--- src/rtl/multi_led_controller.sv ---
// Multi-channel PWM LED controller driven by four active-low push buttons.
// One debouncer set, one PWM timebase and one breath/blink generator are shared by all
// channels. Each channel has its own mode and its own stored duty level.
module multi_led_controller #(
    parameter int unsigned CLK_FREQ_HZ      = 100_000,
    parameter int unsigned DEBOUNCE_TIME_MS = 10,
    parameter int unsigned PWM_FREQ         = 1_000,
    parameter int unsigned NUM_CH           = 2,
    parameter int unsigned DUTY_STEPS       = 10,
    parameter int unsigned BREATH_PERIOD_MS = 20,
    parameter int unsigned BLINK_HALF_MS    = 5
) (
    input  logic                      clk,
    input  logic                      rst,
    input  logic                      btn_mode_in,
    input  logic                      btn_up_in,
    input  logic                      btn_down_in,
    input  logic                      btn_sel_in,
    output logic [NUM_CH-1:0]         led_out,
    output logic [1:0]                mode_led_out,
    output logic [$clog2(NUM_CH)-1:0] sel_ch_out
);

    localparam int unsigned PwmPeriod  = CLK_FREQ_HZ / PWM_FREQ;
    localparam int unsigned DutyCyc    = PwmPeriod / DUTY_STEPS;
    localparam int unsigned DbCycles   = CLK_FREQ_HZ / 1000 * DEBOUNCE_TIME_MS;
    localparam int unsigned BreathStep = CLK_FREQ_HZ / 1000 * BREATH_PERIOD_MS / (2 * DUTY_STEPS);
    localparam int unsigned BlinkHalf  = CLK_FREQ_HZ / 1000 * BLINK_HALF_MS;

    localparam int unsigned PwmW    = $clog2(PwmPeriod + 1);
    localparam int unsigned DbW     = $clog2(DbCycles + 1);
    localparam int unsigned BreathW = $clog2(BreathStep + 1);
    localparam int unsigned BlinkW  = $clog2(BlinkHalf + 1);
    localparam int unsigned LvlW    = $clog2(DUTY_STEPS + 1);
    localparam int unsigned SelW    = $clog2(NUM_CH);

    // Button bit positions within the shared debouncer vectors
    localparam int unsigned BtnMode = 0;
    localparam int unsigned BtnUp   = 1;
    localparam int unsigned BtnDown = 2;
    localparam int unsigned BtnSel  = 3;

    typedef enum logic [1:0] {
        ModeManual = 2'b00,
        ModeBreath = 2'b01,
        ModeBlink  = 2'b10
    } mode_e;

    // ---------------- Debounce ----------------
    logic [3:0]     btn_raw;
    logic [3:0]     sync1_q, sync2_q;
    logic [3:0]     stable_q, stable_d;
    logic [3:0]     press_q, press_d;
    logic [DbW-1:0] db_cnt_q [4];
    logic [DbW-1:0] db_cnt_d [4];

    assign btn_raw = {btn_sel_in, btn_down_in, btn_up_in, btn_mode_in};

    // Debounce next state: accept a change only after it held for DbCycles cycles
    always_comb begin
        stable_d = stable_q;
        press_d  = '0;
        for (int b = 0; b < 4; b++) begin
            db_cnt_d[b] = '0;
            if (sync2_q[b] != stable_q[b]) begin
                if (db_cnt_q[b] == DbW'(DbCycles - 1)) begin
                    stable_d[b] = sync2_q[b];
                    press_d[b]  = ~sync2_q[b];  // only the 1->0 edge is a press
                end else begin
                    db_cnt_d[b] = db_cnt_q[b] + 1'b1;
                end
            end
        end
    end

    // Synchroniser, stable level, debounce counters and press pulses
    always_ff @(posedge clk or posedge rst) begin
        if (rst) begin
            sync1_q  <= '1;
            sync2_q  <= '1;
            stable_q <= '1;
            press_q  <= '0;
            for (int b = 0; b < 4; b++) db_cnt_q[b] <= '0;
        end else begin
            sync1_q  <= btn_raw;
            sync2_q  <= sync1_q;
            stable_q <= stable_d;
            press_q  <= press_d;
            for (int b = 0; b < 4; b++) db_cnt_q[b] <= db_cnt_d[b];
        end
    end

    // ---------------- Channel state ----------------
    logic [SelW-1:0] sel_q, sel_d;
    logic [LvlW-1:0] level_q [NUM_CH];
    logic [LvlW-1:0] level_d [NUM_CH];
    mode_e           mode_q  [NUM_CH];
    mode_e           mode_d  [NUM_CH];

    // Button actions; mode/up/down act on the selection before any sel update
    always_comb begin
        sel_d   = sel_q;
        level_d = level_q;
        mode_d  = mode_q;
        if (press_q[BtnSel]) begin
            sel_d = (sel_q == SelW'(NUM_CH - 1)) ? '0 : sel_q + 1'b1;
        end
        if (press_q[BtnMode]) begin
            unique case (mode_q[sel_q])
                ModeManual: mode_d[sel_q] = ModeBreath;
                ModeBreath: mode_d[sel_q] = ModeBlink;
                default:    mode_d[sel_q] = ModeManual;
            endcase
        end
        if (press_q[BtnUp] && !press_q[BtnDown] && level_q[sel_q] != LvlW'(DUTY_STEPS)) begin
            level_d[sel_q] = level_q[sel_q] + 1'b1;
        end
        if (press_q[BtnDown] && !press_q[BtnUp] && level_q[sel_q] != '0) begin
            level_d[sel_q] = level_q[sel_q] - 1'b1;
        end
    end

    // Selection, per-channel levels and modes
    always_ff @(posedge clk or posedge rst) begin
        if (rst) begin
            sel_q <= '0;
            for (int i = 0; i < int'(NUM_CH); i++) begin
                level_q[i] <= '0;
                mode_q[i]  <= ModeManual;
            end
        end else begin
            sel_q   <= sel_d;
            level_q <= level_d;
            mode_q  <= mode_d;
        end
    end

    // ---------------- Shared timebases ----------------
    logic [PwmW-1:0]    pwm_cnt_q, pwm_cnt_d;
    logic [BreathW-1:0] br_cnt_q, br_cnt_d;
    logic [LvlW-1:0]    br_lvl_q, br_lvl_d;
    logic               br_up_q, br_up_d;
    logic [BlinkW-1:0]  bl_cnt_q, bl_cnt_d;
    logic               bl_on_q, bl_on_d;

    // PWM counter, breath triangle and blink phase
    always_comb begin
        pwm_cnt_d = (pwm_cnt_q == PwmW'(PwmPeriod - 1)) ? '0 : pwm_cnt_q + 1'b1;

        br_cnt_d = br_cnt_q + 1'b1;
        br_lvl_d = br_lvl_q;
        br_up_d  = br_up_q;
        if (br_cnt_q == BreathW'(BreathStep - 1)) begin
            br_cnt_d = '0;
            // Reverse on arriving at an endpoint so each endpoint lasts exactly one step
            if (br_up_q) begin
                br_lvl_d = br_lvl_q + 1'b1;
                if (br_lvl_q == LvlW'(DUTY_STEPS - 1)) br_up_d = 1'b0;
            end else begin
                br_lvl_d = br_lvl_q - 1'b1;
                if (br_lvl_q == LvlW'(1)) br_up_d = 1'b1;
            end
        end

        bl_cnt_d = bl_cnt_q + 1'b1;
        bl_on_d  = bl_on_q;
        if (bl_cnt_q == BlinkW'(BlinkHalf - 1)) begin
            bl_cnt_d = '0;
            bl_on_d  = ~bl_on_q;
        end
    end

    // Timebase registers
    always_ff @(posedge clk or posedge rst) begin
        if (rst) begin
            pwm_cnt_q <= '0;
            br_cnt_q  <= '0;
            br_lvl_q  <= '0;
            br_up_q   <= 1'b1;
            bl_cnt_q  <= '0;
            bl_on_q   <= 1'b0;
        end else begin
            pwm_cnt_q <= pwm_cnt_d;
            br_cnt_q  <= br_cnt_d;
            br_lvl_q  <= br_lvl_d;
            br_up_q   <= br_up_d;
            bl_cnt_q  <= bl_cnt_d;
            bl_on_q   <= bl_on_d;
        end
    end

    // ---------------- PWM compare and outputs ----------------
    logic [LvlW-1:0]   eff   [NUM_CH];
    logic [PwmW-1:0]   cmp_q [NUM_CH];
    logic [PwmW-1:0]   cmp_d [NUM_CH];
    logic [NUM_CH-1:0] led_q, led_d;
    logic [1:0]        mode_out_q;
    logic [SelW-1:0]   sel_out_q;

    // Effective level per channel; compare value reloads only at the period boundary
    always_comb begin
        for (int i = 0; i < int'(NUM_CH); i++) begin
            unique case (mode_q[i])
                ModeBreath: eff[i] = br_lvl_q;
                ModeBlink:  eff[i] = bl_on_q ? level_q[i] : '0;
                default:    eff[i] = level_q[i];
            endcase
            cmp_d[i] = (pwm_cnt_d == '0) ? PwmW'(eff[i] * DutyCyc) : cmp_q[i];
            led_d[i] = pwm_cnt_q < cmp_q[i];
        end
    end

    // Compare registers and registered outputs
    always_ff @(posedge clk or posedge rst) begin
        if (rst) begin
            for (int i = 0; i < int'(NUM_CH); i++) cmp_q[i] <= '0;
            led_q      <= '0;
            mode_out_q <= 2'b00;
            sel_out_q  <= '0;
        end else begin
            cmp_q      <= cmp_d;
            led_q      <= led_d;
            mode_out_q <= mode_q[sel_q];
            sel_out_q  <= sel_q;
        end
    end

    assign led_out      = led_q;
    assign mode_led_out = mode_out_q;
    assign sel_ch_out   = sel_out_q;

endmodule
--- config.mk ---
export PLATFORM = sky130hd
export DESIGN_NAME = multi_led_controller
export DESIGN_NICKNAME = d
export VERILOG_FILES = /design/src/rtl/multi_led_controller.sv
export SDC_FILE = /design/constraint.sdc
export NUM_CORES = 1
export LEC_CHECK = 0
export ABC_AREA = 0
export ABC_CLOCK_PERIOD_IN_PS = 3760
export CORE_MARGIN = 2
export CORE_UTILIZATION = 45
export DETAILED_ROUTE_END_ITERATION = 10
export PLACE_DENSITY_LB_ADDON = 0.12
export SYNTH_ARGS = -nofsm -noshare
export SYNTH_HDL_FRONTEND = slang
export SYNTH_SLANG_ARGS = --single-unit
--- constraint.sdc ---
create_clock -name clk -period 3.76 [get_ports clk]
set_input_delay 0.376 -clock clk [delete_from_list [all_inputs] [get_ports clk]]
set_output_delay 0.376 -clock clk [all_outputs]
set_load 0.01 [all_outputs]
==> After elaboration in Yosys (flattened, before gate mapping) <==
Cells that the tools add are included.
{ "word_totals": {"mem_bits_rw": 0, "in_bits": 6, "latch_bits": 0, "out_inout_bits": 5, "regBits": 115, "romBits": 0, "wordCells": 135, "mem_count": 0} }
{ "op_classes": {"shift": 0, "addsub": 12, "reduce_logical": 14, "eq_ne": 19, "bitwise_logic": 14, "order_cmp": 4, "div": 0, "n_mux": 43, "multipliers": 2} }
{ "ops": {"columns": ["op", "count"], "rows": [
  ["10-bit two-way mux", 8],
  ["10-bit by 1-bit adder with 10-bit output, second input constant", 4],
  ["10-bit == test, second input constant", 4],
  ["4-bit two-way mux", 7],
  ["4-bit case mux with 2 select lines", 3],
  ["8-bit bitwise mux", 2],
  ["8-bit two-way mux", 2],
  ["7-bit by 1-bit adder with 7-bit output, second input constant", 2],
  ["7-bit == test, second input constant", 2],
  ["7-bit < comparator", 2],
  ["7-bit two-way mux", 2],
  ["4-bit by 3-bit multiplier with 6-bit output, second input constant", 2],
  ["1-bit two-way mux", 12],
  ["9-bit by 1-bit adder with 9-bit output, second input constant", 1],
  ["9-bit == test, second input constant", 1],
  ["9-bit two-way mux", 1],
  ["4-bit by 1-bit adder with 4-bit output, second input constant", 2],
  ["2-bit two-way mux", 4],
  ["2-bit AND reduction", 4],
  ["4-bit by 1-bit subtractor with 4-bit output, second input constant", 2],
  ["7-bit zero test", 1],
  ["2-bit by 1-bit == test with 1-bit output, second input constant", 3],
  ["1-bit logical AND", 5],
  ["1-bit NOT", 5],
  ["other kinds (19)", 27]
]} }

==> Logic depth before layout (Yosys ltp) <==
{ "logic_depth": {"depth_word": 9, "ltp_mapped": 9, "ltp_nobuf": 9} }

==> Least setup slack after synthesis <==
OpenSTA, ideal clock, no wires.
{ "synth_timing": {"path_type": "register to register", "start": "register mode_q[0] in the netlist's numbering", "end": "register cmp_q[6] in the netlist's numbering", "slack_ns": 1.225, "required_ns": 3.635, "arrival_ns": 2.410, "n_path_buf": 0, "stages_incl_launch_ff": 10, "synth_period_minus_slack_ns": 2.535, "cell_sequence": "dfrtp_1 > inv_1 > ha_1 > a21o_1 > a22o_1 > ha_1 > ha_1 > fa_1 > xor2_1 > mux2_2"} }
{ "synth_lines": {"columns": ["item", "line_no", "rtl"], "rows": [
  ["start, declared", "97", "mode_e mode_q [NUM_CH];"],
  ["start signal, assigned by index", "129", "mode_q[i] <= ModeManual;"],
  ["start signal, assigned", "134", "mode_q <= mode_d;"],
  ["end signal, assigned", "221", "cmp_q <= cmp_d;"],
  ["end, declared", "194", "logic [PwmW-1:0] cmp_q [NUM_CH];"]
]} }

==> report_table.html <==
<table>
<tr><th>Metric</th><th>Value</th></tr>
<tr><th colspan="2">Worst setup path</th></tr>
<tr><td>Launching element of the worst setup path</td><td>sel_q</td></tr>
<tr><td>Startpoint of the worst register-to-register path</td><td>sel_q</td></tr>
<tr><td>Worst Reg2Reg Path Length in Cells</td><td>6</td></tr>
<tr><td>R2r setup slk</td><td>between 1 and 1.5 ns</td></tr>
<tr><td>Top fanout value on the critical path</td><td>16</td></tr>
<tr><td>Type of element capturing the critical path</td><td>register</td></tr>
<tr><td>Startpoint class of the critical path</td><td>register</td></tr>
<tr><td>Arrival @ worst endpoint</td><td>3.03 ns</td></tr>
<tr><td>Required time at the worst-slack endpoint</td><td>4.09 ns</td></tr>
<tr><td>Critical path start-end classification</td><td>register to register</td></tr>
<tr><td>Worst flop-to-flop path endpoint</td><td>level_q[5]</td></tr>
<tr><th colspan="2">Route</th></tr>
<tr><td>Count of unresolved DRC violations after routing</td><td>0</td></tr>
<tr><td>Number of nets still failing antenna checks after routing</td><td>0</td></tr>
<tr><td>Detailed-route via count</td><td>3668</td></tr>
<tr><td>Detail-routed via count per cell</td><td>roughly 5</td></tr>
<tr><td>Final wirelength</td><td>9.48 mm</td></tr>
<tr><td>Initial DRC count</td><td>289</td></tr>
<tr><td>Post-detailed-route wirelength per cell</td><td>12.9 um</td></tr>
<tr><td>1st-pass router iterations</td><td>4</td></tr>
<tr><th colspan="2">Clock tree</th></tr>
<tr><td># Post-CTS Setup Buffers</td><td>0</td></tr>
<tr><td>Clock latency reported for the late side of the worst-skew pair</td><td>between 0.4 and 0.5 ns</td></tr>
<tr><td>Reg clk slew, reported paths</td><td>~0.050 ns</td></tr>
<tr><td>H-tree depth reported by CTS</td><td>4</td></tr>
<tr><td>Inserted Clock Buffers</td><td>17</td></tr>
<tr><td>Number of gates resized after cts</td><td>0</td></tr>
<tr><td>Total clock sinks</td><td>115</td></tr>
<tr><td>Clock tree from TritonCTS</td><td>done</td></tr>
<tr><td>CTS Hold Bufs</td><td>0</td></tr>
<tr><td>CTS max path bufs</td><td>2</td></tr>
<tr><td>Clk root buf</td><td>clkbuf_16</td></tr>
<tr><th colspan="2">Logic synthesis</th></tr>
<tr><td>Synthesis-stage register bit count</td><td>115</td></tr>
<tr><td>Syn Inst Count</td><td>526</td></tr>
<tr><td>Number of enable flip-flop cells after synthesis</td><td>0</td></tr>
<tr><td>Combined area of all synthesized cells</td><td>about 0.0058 mm2</td></tr>
<tr><td>Count of cell types in the netlist</td><td>50</td></tr>
<tr><td>Most frequently used cell type in the post-synthesis netlist</td><td>dfrtp_1</td></tr>
<tr><td>Mapped Nets</td><td>roughly 570</td></tr>
<tr><td>Ys Warns</td><td>0</td></tr>
<tr><td>Top cells by instance count after synthesis</td><td>dfrtp_1 (102), nor2_1 (62), nand2_1 (46)</td></tr>
<tr><td>Cell types with the largest area share after synthesis</td><td>dfrtp_1 (44%), ha_1 (7.4%), dfstp_2 (5.9%), xnor2_1 (5.6%), nor2_1 (4.0%)</td></tr>
<tr><td>Primary flip-flop cell chosen by synthesis mapping</td><td>dfrtp_1</td></tr>
<tr><td>Top cell type by total area after synthesis</td><td>dfrtp_1</td></tr>
<tr><td>Fraction of registers with async set/reset</td><td>100%</td></tr>
<tr><td>Fraction of synthesized cell area taken by the top area cell type</td><td>~44%</td></tr>
<tr><td>Mean area per synthesized cell</td><td>~11 um2</td></tr>
<tr><td>Sequential element share of the synthesized area</td><td>50.3%</td></tr>
<tr><th colspan="2">STA</th></tr>
<tr><td>Min Clock Period, post-route</td><td>about 2.7 ns</td></tr>
<tr><td>Final setup TNS</td><td>0 ns</td></tr>
<tr><td>Final hold violation count</td><td>0</td></tr>
<tr><td>Slack of the critical path</td><td>1.06 ns</td></tr>
<tr><td>Setup Skew</td><td>0.00989 ns</td></tr>
<tr><td>Setup repair after global routing missed its margin</td><td>false</td></tr>
<tr><td>Worst slew pin tran</td><td>1.01 ns</td></tr>
<tr><td>Period utilization</td><td>71.7%</td></tr>
<tr><td>Final count of pins violating max slew</td><td>0</td></tr>
<tr><td>Endpoints failing setup</td><td>0</td></tr>
<tr><td>Final-layout worst hold slack</td><td>0.354 ns</td></tr>
<tr><td>Worst max-slew margin expressed relative to the limit</td><td>32.2%</td></tr>
<tr><td>Fmax</td><td>371 MHz</td></tr>
<tr><th colspan="2">Die</th></tr>
<tr><td>Initial Util</td><td>45.8%</td></tr>
<tr><td>Die X-Extent</td><td>117 um</td></tr>
<tr><td>Area enclosed by the die boundary</td><td>0.0137 mm2</td></tr>
<tr><td>Row cnt</td><td>41</td></tr>
<tr><td>Ports</td><td>11</td></tr>
<tr><td>Area of the core region</td><td>0.0126 mm2</td></tr>
<tr><td>Die height</td><td>117 um</td></tr>
<tr><th colspan="2">Placement</th></tr>
<tr><td>Port buffer count</td><td>10</td></tr>
<tr><td>RePlAce Congestion</td><td>approximately 0.89</td></tr>
<tr><td>Setup slack after placement</td><td>1.05 ns</td></tr>
<tr><td>Post-detail-place hpwl</td><td>6.56 mm</td></tr>
<tr><th colspan="2">Hold path</th></tr>
<tr><td>Worst min-delay path category</td><td>register to register</td></tr>
<tr><td>Endpoint, Worst Hold</td><td>sync2_q[3]</td></tr>
<tr><td>Hold Crit Depth</td><td>0</td></tr>
<tr><td>Origin of the worst min-delay path</td><td>sync1_q[3]</td></tr>
<tr><th colspan="2">Cells and area</th></tr>
<tr><td>Number of nets in the layout</td><td>591</td></tr>
<tr><td>Antenna diode count</td><td>0</td></tr>
<tr><td>Share of final-layout standard cells stronger than drive strength 1</td><td>11.6%</td></tr>
<tr><td>Layout-stage area growth over the synthesis result</td><td>14.7%</td></tr>
<tr><td>Fill count</td><td>1094</td></tr>
<tr><th colspan="2">Global route</th></tr>
<tr><td>GRT Overall Usage</td><td>16.1%</td></tr>
<tr><td>Maximum number of pins on one net before global-route repair</td><td>67</td></tr>
<tr><td>Antenna violations before repair</td><td>0</td></tr>
<tr><td>Vias in the first global route</td><td>approximately 3700</td></tr>
<tr><td>First-pass GRT wire length</td><td>between 15 and 20 mm</td></tr>
<tr><td>Overflow left after global routing</td><td>0</td></tr>
<tr><th colspan="2">Power</th></tr>
<tr><td>Sw frac</td><td>20.1%</td></tr>
<tr><td>Pwr Density</td><td>431 mW/mm2</td></tr>
<tr><td>Fraction of power consumed by the clock network</td><td>around 54%</td></tr>
<tr><td>Peak ir drop on the vdd network</td><td>0.282 mV</td></tr>
<tr><td>Power share of the combinational group</td><td>2.0%</td></tr>
<tr><td>Relative contribution of sequential cells to total power</td><td>approximately 45%</td></tr>
<tr><td>Pint</td><td>2280 uW</td></tr>
<tr><td>Reported leakage power</td><td>0.00284 uW</td></tr>
<tr><td>Switching power</td><td>between 500 and 600 uW</td></tr>
<tr><th colspan="2">Flow run</th></tr>
<tr><td>Number of maximum-capacitance violations</td><td>0</td></tr>
<tr><th colspan="2">Outcome</th></tr>
<tr><td>Run status</td><td>complete, no violations</td></tr>
</table>
## per-stage QoR
| stage | power [uW] | util (%) | instance area, um2 | std cells |
|---|---|---|---|---|
| global placement | 1350 | 48.1 | 6050 | 702 |
| CTS | 2900 | 52.6 | 6610 | 733 |
| floorplan | 1330 | - | 5760 | 526 |
| global route | 2960 | 52.6 | 6610 | 733 |
| finish | 2850 | 52.6 | 6610 | 733 |
| detailed placement | 1350 | 48.1 | 6050 | 702 |
## worst max path at each step
stage | end | slack, ns | cells after the start
after global placement | cmp_q[6] | 1.17 | 9
after floorplan | asynchronous set/reset pin | 0.36 | 1
after global routing | level_q[5] | 0.75 | 6
after detailed placement | level_q[5] | 1.05 | 6
final | level_q[5] | 1.06 | 6
after CTS | level_q[5] | 1.04 | 6
## flip-flops by register name, indices dropped and copies added, names as in the netlist, named ones only
| name | flops |
|---|---|
| press_q | 4 |
| bl_cnt_q | 9 |
| sel_q | 1 |
| sync2_q | 4 |
| mode_q | 2 |
| sel_ch_out | 1 |
| mode_led_out | 2 |
| bl_on_q | 1 |
| level_q | 6 |
| sync1_q | 4 |
| br_cnt_q | 7 |
| cmp_q | 12 |
| pwm_cnt_q | 7 |
| br_up_q | 1 |
| db_cnt_q | 40 |
| led_out | 2 |
| br_lvl_q | 4 |
| stable_q | 4 |
## kinds of logic after synthesis
family | synth area share (%)
xor gates and xnor gates | 9.58
muxes | 5.74
AOI/OAI and AO/OA | 6.91
buffers and inverters | 3.17
DFF | 50.3
adders and majority gates | 8.09
and+or+nand+nor | 16.2
## power by group through the flow
stage,Sequential [uW],Combinational [uW],Clock [uW]
2_1_floorplan,1290,39.1,0
3_3_place_gp,1290,59.8,0
3_5_place_dp,1290,61.2,0
4_1_cts,1270,61.3,1570
5_1_grt,1270,68.1,1630
6_report,1270,57.7,1520
## routing by layer
layer / up-vias / routed length, um / global-route usage [%]
met4: 0 / 146 / 7.06
li1: 1832 / - / -
met2: 45 / 4530 / 24.8
met5: - / 0 / 0
met1: 1778 / 4460 / 20.5
met3: 13 / 339 / 5.92
## worst max-delay path: stages (launching register included)
cell	delay, ns
dfrtp_1	0.70
mux2i_1	0.27
ha_1	0.28
a2111oi_1	0.88
a211oi_1	0.18
a21oi_1	0.14
a21boi_0	0.16
## final cells by class
| class | count | area [um2] | share of cell area [%] |
|---|---|---|---|
| multi-input cells | 370 | 2680 | 40.6 |
| clock inverters | 6 | 82.6 | 1.25 |
| repair buffers | 13 | 135 | 2.05 |
| clock buffers | 25 | 475 | 7.20 |
| inverters | 32 | 123 | 1.86 |
| flip-flops and latches | 115 | 2890 | 43.8 |
| well taps | 172 | 215 | 3.26 |
## layout by cell type (no fill, tap or decap), types with 5 or more instances in the layout
cell type	instances
nor3_1	12
clkdlybuf4s50_1	10
and2_1	5
xnor2_1	37
mux2_2	8
ha_1	34
a21oi_1	12
nand3_1	20
nand4_1	7
mux2i_1	9
xor2_1	26
dfrtp_1	102
inv_1	31
mux2_4	10
and3_1	9
dfstp_2	13
clkbuf_1	6
clkbuf_16	17
o21ai_0	12
nand2_1	46
a21o_1	7
a22o_1	8
nor2_1	62
No activity file was read; power rests on OpenSTA's default activity.
